===== src/rtl/xor_stream_cipher_param_if.sv =====
// Serial load / ciphertext bundle for one cipher tile.
// master drives the load stream; slave is the cipher core.
interface xor_stream_cipher_param_if;
  logic en;
  logic data_in;
  logic load_key;
  logic load_msg;
  logic mode;
  logic clk_slow;
  logic data_out;
  logic valid;
  logic done_flag;

  modport master (
    output en, data_in, load_key, load_msg, mode,
    input  clk_slow, data_out, valid, done_flag
  );

  modport slave (
    input  en, data_in, load_key, load_msg, mode,
    output clk_slow, data_out, valid, done_flag
  );
endinterface


===== src/rtl/xor_stream_cipher_param.sv =====
// Bit-serial XOR stream cipher: key/message shifted in MSB first, ciphertext
// shifted out on divided ticks; keystream is the repeating key or a key-seeded LFSR.
module xor_stream_cipher_param #(
  parameter int               KEY_W = 8,
  parameter int               MSG_W = 8,
  parameter int               DIV   = 4,
  parameter logic [KEY_W-1:0] TAPS  = 8'hB8
) (
  input  logic                      clk,
  input  logic                      rst,
  xor_stream_cipher_param_if.slave  bus
);
  localparam int CW = $clog2(DIV);
  localparam int BW = $clog2(((KEY_W > MSG_W) ? KEY_W : MSG_W) + 1);

  typedef enum logic [2:0] {IDLE, LOAD_KEY, LOAD_MSG, RUN, DONE} state_t;

  state_t           state, state_n;
  logic [CW-1:0]    cnt;
  logic             tick;
  logic [KEY_W-1:0] key, key_n, ks, ks_n;
  logic [MSG_W-1:0] msg, msg_n;
  logic [BW-1:0]    bitcnt, bitcnt_n;
  logic             key_valid, key_valid_n, msg_valid, msg_valid_n;
  logic             mode_r, mode_n;
  logic             dout, dout_n, valid, valid_n, done, done_n;

  // divider free-runs regardless of enable
  always_ff @(posedge clk or posedge rst) begin
    if (rst) cnt <= '0;
    else     cnt <= (cnt == CW'(DIV-1)) ? '0 : cnt + 1'b1;
  end

  assign tick          = (cnt == CW'(DIV-1));
  assign bus.clk_slow  = (cnt >= CW'(DIV/2));
  assign bus.data_out  = dout;
  assign bus.valid     = valid;
  assign bus.done_flag = done;

  always_ff @(posedge clk or posedge rst) begin
    if (rst) begin
      state     <= IDLE;
      key       <= '0;
      msg       <= '0;
      ks        <= '0;
      bitcnt    <= '0;
      key_valid <= 1'b0;
      msg_valid <= 1'b0;
      mode_r    <= 1'b0;
      dout      <= 1'b0;
      valid     <= 1'b0;
      done      <= 1'b0;
    end else begin
      state     <= state_n;
      key       <= key_n;
      msg       <= msg_n;
      ks        <= ks_n;
      bitcnt    <= bitcnt_n;
      key_valid <= key_valid_n;
      msg_valid <= msg_valid_n;
      mode_r    <= mode_n;
      dout      <= dout_n;
      valid     <= valid_n;
      done      <= done_n;
    end
  end

  always_comb begin
    state_n     = state;
    key_n       = key;
    msg_n       = msg;
    ks_n        = ks;
    bitcnt_n    = bitcnt;
    key_valid_n = key_valid;
    msg_valid_n = msg_valid;
    mode_n      = mode_r;
    dout_n      = dout;
    valid_n     = valid;
    done_n      = done;
    if (!bus.en) valid_n = 1'b0;
    if (tick && bus.en) begin
      case (state)
        IDLE: begin
          if (bus.load_key) begin
            key_n       = {key[KEY_W-2:0], bus.data_in};
            key_valid_n = 1'b0;
            bitcnt_n    = BW'(1);
            state_n     = LOAD_KEY;
          end else if (bus.load_msg) begin
            msg_n       = MSG_W'({msg, bus.data_in});
            msg_valid_n = (MSG_W == 1);
            if (MSG_W > 1) begin
              bitcnt_n = BW'(1);
              state_n  = LOAD_MSG;
            end
          end else if (key_valid && msg_valid) begin
            mode_n   = bus.mode;
            // an all-zero LFSR would lock up, so it is seeded with 1 instead
            ks_n     = (bus.mode && key == '0) ? KEY_W'(1) : key;
            bitcnt_n = '0;
            state_n  = RUN;
          end
        end
        LOAD_KEY: begin
          if (!bus.load_key) begin
            key_n       = '0;
            key_valid_n = 1'b0;
            bitcnt_n    = '0;
            state_n     = IDLE;
          end else begin
            key_n = {key[KEY_W-2:0], bus.data_in};
            if (bitcnt == BW'(KEY_W-1)) begin
              key_valid_n = 1'b1;
              bitcnt_n    = '0;
              state_n     = IDLE;
            end else begin
              bitcnt_n = bitcnt + 1'b1;
            end
          end
        end
        LOAD_MSG: begin
          if (!bus.load_msg) begin
            msg_n       = '0;
            msg_valid_n = 1'b0;
            bitcnt_n    = '0;
            state_n     = IDLE;
          end else begin
            msg_n = MSG_W'({msg, bus.data_in});
            if (bitcnt == BW'(MSG_W-1)) begin
              msg_valid_n = 1'b1;
              bitcnt_n    = '0;
              state_n     = IDLE;
            end else begin
              bitcnt_n = bitcnt + 1'b1;
            end
          end
        end
        RUN: begin
          dout_n  = msg[MSG_W-1] ^ ks[KEY_W-1];
          valid_n = 1'b1;
          msg_n   = msg << 1;
          ks_n    = mode_r ? {ks[KEY_W-2:0], ^(ks & TAPS)} : {ks[KEY_W-2:0], ks[KEY_W-1]};
          if (bitcnt == BW'(MSG_W-1)) begin
            bitcnt_n = '0;
            state_n  = DONE;
          end else begin
            bitcnt_n = bitcnt + 1'b1;
          end
        end
        DONE: begin
          // first DONE tick leaves the last ciphertext bit its full hold time
          if (!done) begin
            done_n      = 1'b1;
            valid_n     = 1'b0;
            msg_valid_n = 1'b0;
          end else if (bus.load_key || bus.load_msg) begin
            done_n  = 1'b0;
            state_n = IDLE;
          end
        end
        default: state_n = IDLE;
      endcase
    end else if (tick && state == DONE && done) begin
      done_n  = 1'b0;
      state_n = IDLE;
    end
  end
endmodule


===== src/flat_wrapper.sv =====
// flat-port wrapper written by rule: the top's interface ports become plain ports
module xor_stream_cipher_param_flat 
#(
  parameter int               KEY_W = 8,
  parameter int               MSG_W = 8,
  parameter int               DIV   = 4,
  parameter logic [KEY_W-1:0] TAPS  = 8'hB8
)
  (clk, rst, bus_en, bus_data_in, bus_load_key, bus_load_msg, bus_mode, bus_clk_slow, bus_data_out, bus_valid, bus_done_flag);
  xor_stream_cipher_param_if bus_i ();
  input  logic clk;
  input  logic rst;
  input wire logic [$bits(bus_i.en)-1:0] bus_en;
  input wire logic [$bits(bus_i.data_in)-1:0] bus_data_in;
  input wire logic [$bits(bus_i.load_key)-1:0] bus_load_key;
  input wire logic [$bits(bus_i.load_msg)-1:0] bus_load_msg;
  input wire logic [$bits(bus_i.mode)-1:0] bus_mode;
  output wire logic [$bits(bus_i.clk_slow)-1:0] bus_clk_slow;
  output wire logic [$bits(bus_i.data_out)-1:0] bus_data_out;
  output wire logic [$bits(bus_i.valid)-1:0] bus_valid;
  output wire logic [$bits(bus_i.done_flag)-1:0] bus_done_flag;
  assign bus_i.en = bus_en;
  assign bus_i.data_in = bus_data_in;
  assign bus_i.load_key = bus_load_key;
  assign bus_i.load_msg = bus_load_msg;
  assign bus_i.mode = bus_mode;
  assign bus_clk_slow = bus_i.clk_slow;
  assign bus_data_out = bus_i.data_out;
  assign bus_valid = bus_i.valid;
  assign bus_done_flag = bus_i.done_flag;
  xor_stream_cipher_param #(.KEY_W(KEY_W), .MSG_W(MSG_W), .DIV(DIV), .TAPS(TAPS)) u_core (.clk(clk), .rst(rst), .bus(bus_i));
endmodule

===== config.mk =====
export PLATFORM = sky130hd
export DESIGN_NAME = xor_stream_cipher_param_flat
export DESIGN_NICKNAME = d
export VERILOG_FILES = /design/src/rtl/xor_stream_cipher_param_if.sv /design/src/rtl/xor_stream_cipher_param.sv /design/src/flat_wrapper.sv
export SDC_FILE = /design/constraint.sdc
export NUM_CORES = 1
export LEC_CHECK = 0
export CORE_ASPECT_RATIO = 0.8
export CORE_UTILIZATION = 59
export CTS_CLUSTER_DIAMETER = 60
export DETAILED_ROUTE_END_ITERATION = 8
export GPL_TIMING_DRIVEN = 0
export PLACE_DENSITY = 0.78
export SLEW_MARGIN = 20
export SYNTH_ARGS = -nofsm -noshare
export SYNTH_HDL_FRONTEND = slang
export SYNTH_SLANG_ARGS = --single-unit

===== constraint.sdc =====
create_clock -name clk -period 2.3 [get_ports clk]
set_clock_uncertainty 0.2 [all_clocks]
set_input_delay 0.575 -clock clk [delete_from_list [all_inputs] [get_ports clk]]
set_output_delay 0.575 -clock clk [all_outputs]
set_load 0.03 [all_outputs]

; ---- Word-level counts from Yosys, hierarchy flattened
; Index checks and enable logic that the tools add are counted.
[word_totals]
reg_bits = 39
inputBits = 7
out_inout_bits = 4
elab_cells = 114
[classes]
add_sub_neg = 2
order_cmp = 1
eq_ne = 20
muxes = 51
bitwise = 3
n_reduce_logical = 25
[ops]
columns = operator, n
row1 = $mux W8, 9
row2 = $mux W3, 11
row3 = $pmux W8 S2, 2
row4 = $mux W4, 6
row5 = $pmux W8 S3, 1
row6 = $mux W1, 16
row7 = $pmux W4 S4, 1
row8 = $pmux W3 S5, 1
row9 = $reduce_and A5 Y1, 3
row10 = $ne A2 B2 Y1 const B, 6
row11 = $ne A3 B2 Y1 const B, 3
row12 = $logic_not A8 Y1, 1
row13 = $reduce_and A4 Y1, 2
row14 = $reduce_xor A8 Y1, 1
row15 = $eq A3 B2 Y1 const B, 2
row16 = $ne A3 B3 Y1 const B, 2
row17 = $reduce_and A3 Y1, 2
row18 = $reduce_and A6 Y1, 1
row19 = $reduce_bool A2 Y1, 3
row20 = $reduce_bool A3 Y1, 2
row21 = $logic_and A1 B1 Y1, 5
row22 = $ne A5 B5 Y1 const B, 1
row23 = $add A4 B1 Y4 const B, 1
row24 = $eq A4 B3 Y1 const B, 1
row25 = other kinds (16), 19

; ---- Longest topological paths before layout
; Gate-level depths: netlist of the first run.
[depth]
ltp_word = 7
depth_mapped = 6
mapped_depth_nobuf = 5

; ---- Worst setup path before layout of the first run
; Ideal clock, no wire load.
[synth_path]
kind = in2reg
start = input bus_load_key
end = register u_core.state[0]
setup_time_ps = 124
arrival_ps = 1777
setup_slack_ps = 199
stages = 5
path_cell_list = buf_2 -> o21ai_1 -> and3_1 -> or4_4 -> a211o_1
[synth_between]
elab_chain_len = 3
word_cells_on_any_way = 8
[synth_lines]
columns = element, line
row1 = start: declaration, flat_wrapper.sv:15  ; input wire logic [$bits(bus_i.load_key)-1:0] bus_load_key;
row2 = $mux W3 (tied with other cells), xor_stream_cipher_param.sv:105  ; if (!bus.load_key) begin
row3 = $pmux W3 S5 / $ne A3 B3 Y1 (equally long branches), n/a
row4 = $mux W3 / $reduce_and A5 Y1 (equally long branches), n/a
row5 = end signal: assignment, xor_stream_cipher_param.sv:54  ; state <= state_n;
row6 = end: declaration, xor_stream_cipher_param.sv:18  ; state_t state, state_n;
; Several ways; a longest one is shown, not always the timed one.
; A chain may end at the register's enable or synchronous reset.

; ---- Worst setup path after layout of the first run
[layout_path]
start = input bus_en
end = register u_core.state[0]
[layout_between]
elab_chain_len = 3
word_cells_on_any_way = 8
[layout_lines]
columns = element, line
row1 = start: declaration, flat_wrapper.sv:13  ; input wire logic [$bits(bus_i.en)-1:0] bus_en;
row2 = $logic_and A1 B1 Y1 (*), xor_stream_cipher_param.sv:81  ; if (tick && bus.en) begin
row3 = $ne A5 B5 Y1 (no source line) (tied with other cells), n/a
row4 = $reduce_and A5 Y1 (no source line), n/a
; Every way passes the cells marked *; elsewhere a longest branch is shown, timed or not.

==> results of run 1 <==
==> cell usage in the layout (no fill, tap or decap), drive strengths merged, types with 2 or more instances in the layout <==
cell type / synthesis / routed
inv: 6 / 6
nand2: 27 / 27
a211oi: 2 / 2
mux2: 2 / 2
or3: 3 / 3
nor2: 10 / 10
o21ai: 32 / 32
a22o: 11 / 11
or4: 2 / 2
ha: 3 / 3
nand2b: 4 / 4
nor4: 2 / 2
o22ai: 2 / 2
clkbuf: 5 / 12
nand3b: 3 / 3
clkdlybuf4s50: 0 / 7
dfrtp: 39 / 39
and3b: 2 / 2
o21bai: 3 / 3
nor2b: 3 / 3
mux2i: 8 / 8
nand3: 3 / 3
nor3: 2 / 2
buf: 4 / 7
a21oi: 2 / 2
==> metal layers <==
metal  part of all wire, %  wire length, um  global-route usage [%]  vias up
li1                      -                -                       -      766
met1                    49             2086                   41.13      770
met2                    45             1898                   38.89       40
met3                   5.0              215                   10.17        7
met4                   1.4               60                   9.220        0
met5                     0                0                       0        -
==> synth_stat cells (all sizes together) (2+ instances only) <==
cell type and instances:
a211oi 2, a21oi 2, a22o 11, and3b 2
buf 4, clkbuf 5, dfrtp 39, ha 3
inv 6, mux2 2, mux2i 8, nand2 27
nand2b 4, nand3 3, nand3b 3, nor2 10
nor2b 3, nor3 2, nor4 2, o21ai 32
o21bai 3, o22ai 2, or3 3, or4 2
==> layout make-up <==
class                           instances  area, um^2
Sequential cell                        39       975.9
Multi-Input combinational cell        145       963.4
Fill cell                             251       897.1
Timing Repair Buffer                   10       103.9
Clock buffer                            8       100.1
Tap cell                               40       50.05
Buffer                                  9       40.04
Inverter                                6       22.52
==> logic make-up (layout without fill, tap and decap cells) <==
logic type | after synthesis | count (layout) | synth area share [%]
AO/OA/AOI/OAI | 62 | 62 | 20.66
XOR/XNOR | 3 | 3 | 2.078
adder cells (fa/ha/maj) | 3 | 3 | 1.889
buffers and inverters | 15 | 33 | 3.086
flip-flops | 39 | 39 | 49.12
multiplexers | 10 | 10 | 5.353
AND/OR/NAND/NOR | 67 | 67 | 17.82
==> path summary, 6_finish.rpt <==
| kind | from | end | slack (ns) | cells after the start |
|---|---|---|---|---|
| max | bus_en | u_core.state[0]$_DFFE_PP0P_ | 0.06 | 4 |
| min reg2reg | u_core.cnt[0]$_DFF_PP0_ | u_core.cnt[0]$_DFF_PP0_ | 0.27 | 1 |
| max in group asynchronous | rst | u_core.bitcnt[1]$_DFFE_PP0P_ | 1.15 | 3 |
| min in group asynchronous | rst | u_core.ks[3]$_DFFE_PP0P_ | 0.32 | 2 |
| min | u_core.cnt[0]$_DFF_PP0_ | u_core.cnt[0]$_DFF_PP0_ | 0.27 | 1 |
| max reg2reg | u_core.bitcnt[0]$_DFFE_PP0P_ | u_core.state[0]$_DFFE_PP0P_ | 0.25 | 5 |
==> critical path, delay by kind of cell <==
kind | cells | cell delay (ns)
compound gates | 1 | 0.31
simple gates | 2 | 0.78
buf+inv | 1 | 0.56
==> report_power, final <==
group	internal [mW]	switching [mW]
combinational	0.262	0.330
sequential	0.809	0.143
clock	0.274	0.234
==> what timing repair did <==
action,4_1_cts,5_1_grt
gates resized for setup,6,5
setup endpoints to repair,15,2
hold buffers,0,0
==> sequential cells by signal, indices dropped and copies added, names as in the netlist <==
signal	flops
u_core.key	8
u_core.ks	8
u_core.msg	8
u_core.bitcnt	4
u_core.state	3
u_core.cnt	2
u_core.bus.data_out	1
u_core.bus.done_flag	1
u_core.bus.valid	1
u_core.key_valid	1
u_core.mode_r	1
u_core.msg_valid	1
==> reports/metrics.cfg, run 1 <==
[run_status]
status = finished, final reports clean

[yosys]
yosysSeqAreaShare_pct = 49.12
postSynth.asyncResetShare_pct = 100.0
synthTopCellsByArea = dfrtp_1 49%, o21ai_0 7.3%, nand2_1 5.1%
synth_warnings = 0
synth_nets = 209
avgSynthCellArea_um2 = 9.984
synth-seq-cells = 39
yosys.area.top_type_share_pct = 49.12
yosysUniqueCellTypes = 49
netlist_area_um2 = 1987
synth_edf_count = 0
ys.flop_type = dfrtp_1
yosysTopAreaCell = dfrtp_1
syn_inst = 199

[global_routing]
grtUsageTotal_pct = 28.24
grt_pass1_vias = 1499
grt_start_max_net_pins = 30
grt_pass1_wl_um = 7169
grt.overflow.total = 0
antenna_found_initial = 0

[timing]
hold_viol_final = 0
whs_ns = 0.2747
fin_setup_tns_ns = 0
drv_slew = 0
setup_viol = 0
period_share_pct = 97.28
fmax_mhz = 446.9
slew_headroom_pct = 60.72
min_period_ns = 2.237
rsz0062_at_grt = no
setup_ws_ns = 0.06250
tightest_slew_ns = 0.5893

[place]
portBuffers = 9
globalplace.congestion = 0.8482
pre_cts_ws_ns = -0.4370
placed_area_um2 = 2147
dpl.cell_count = 249
post-dp-hpwl_um = 3061

[worst_setup_path]
critical_path_required_ns = 2.28
critPathMaxFanout = 6
slowest_delay_ns = 0.60
slowest_stage = or4_4
worstPathCellList = clkdlybuf4s50_1, nand2_1, or4_4, a211o_1
critical_path.startpoint_type = input port
crit_path_end_kind = register
arrival_ns = 2.22
worstSetupPathType = in2reg

[flow_run]
cap_viol_max_count = 0

[clock_network]
cts_num_sinks = 39
postCtsSetupBuffers = 0
clock_latency_ns = 0.29
cts_made_buffers = 5
cts_max_level = 2
clock_path_buffers = 2
cts-root-buf = clkbuf_8
cts_tree = yes
cts.clk_slew.worst_paths_ns = 0.08

[final_layout]
nets = 226
num_antenna_cells = 0
drive_above_1_share_pct = 11.52
fin_util_pct = 71.55
areaGrowthSynthToFinish_pct = 13.54
design_area_um2 = 2256
final_cell_count_no_fill = 257

[floorplan]
initial_core_util_pct = 63.02
dieArea_um2 = 3605
pin_count = 11
core_um2 = 3153
rows = 18
die_h_um = 53.91
die-width_um = 66.88

[drt]
vias_per_cell = 6.160
first_pass_iters = 4
drc = 0
vias = 1583
drt.antenna.violating_nets = 0
wire_per_inst_um = 16.58
routed_wirelength_um = 4260
first_iter_violations = 120

[power_and_ir_drop]
p_per_area_nw_per_um2 = 909.3
p_total_mw = 2.051
ir_drop_mv = 0.5854
leakagePower_nw = 1.044

[min_path]
hold_class = reg2reg

Power figures use the tool's default switching activity.
==> inputs of run 2 (changes only) <==
Settings changed: CAP_MARGIN set to 25.
==> results of run 2 <==
Same layout as run 1: the final DEF is identical, and so are final timing and power.
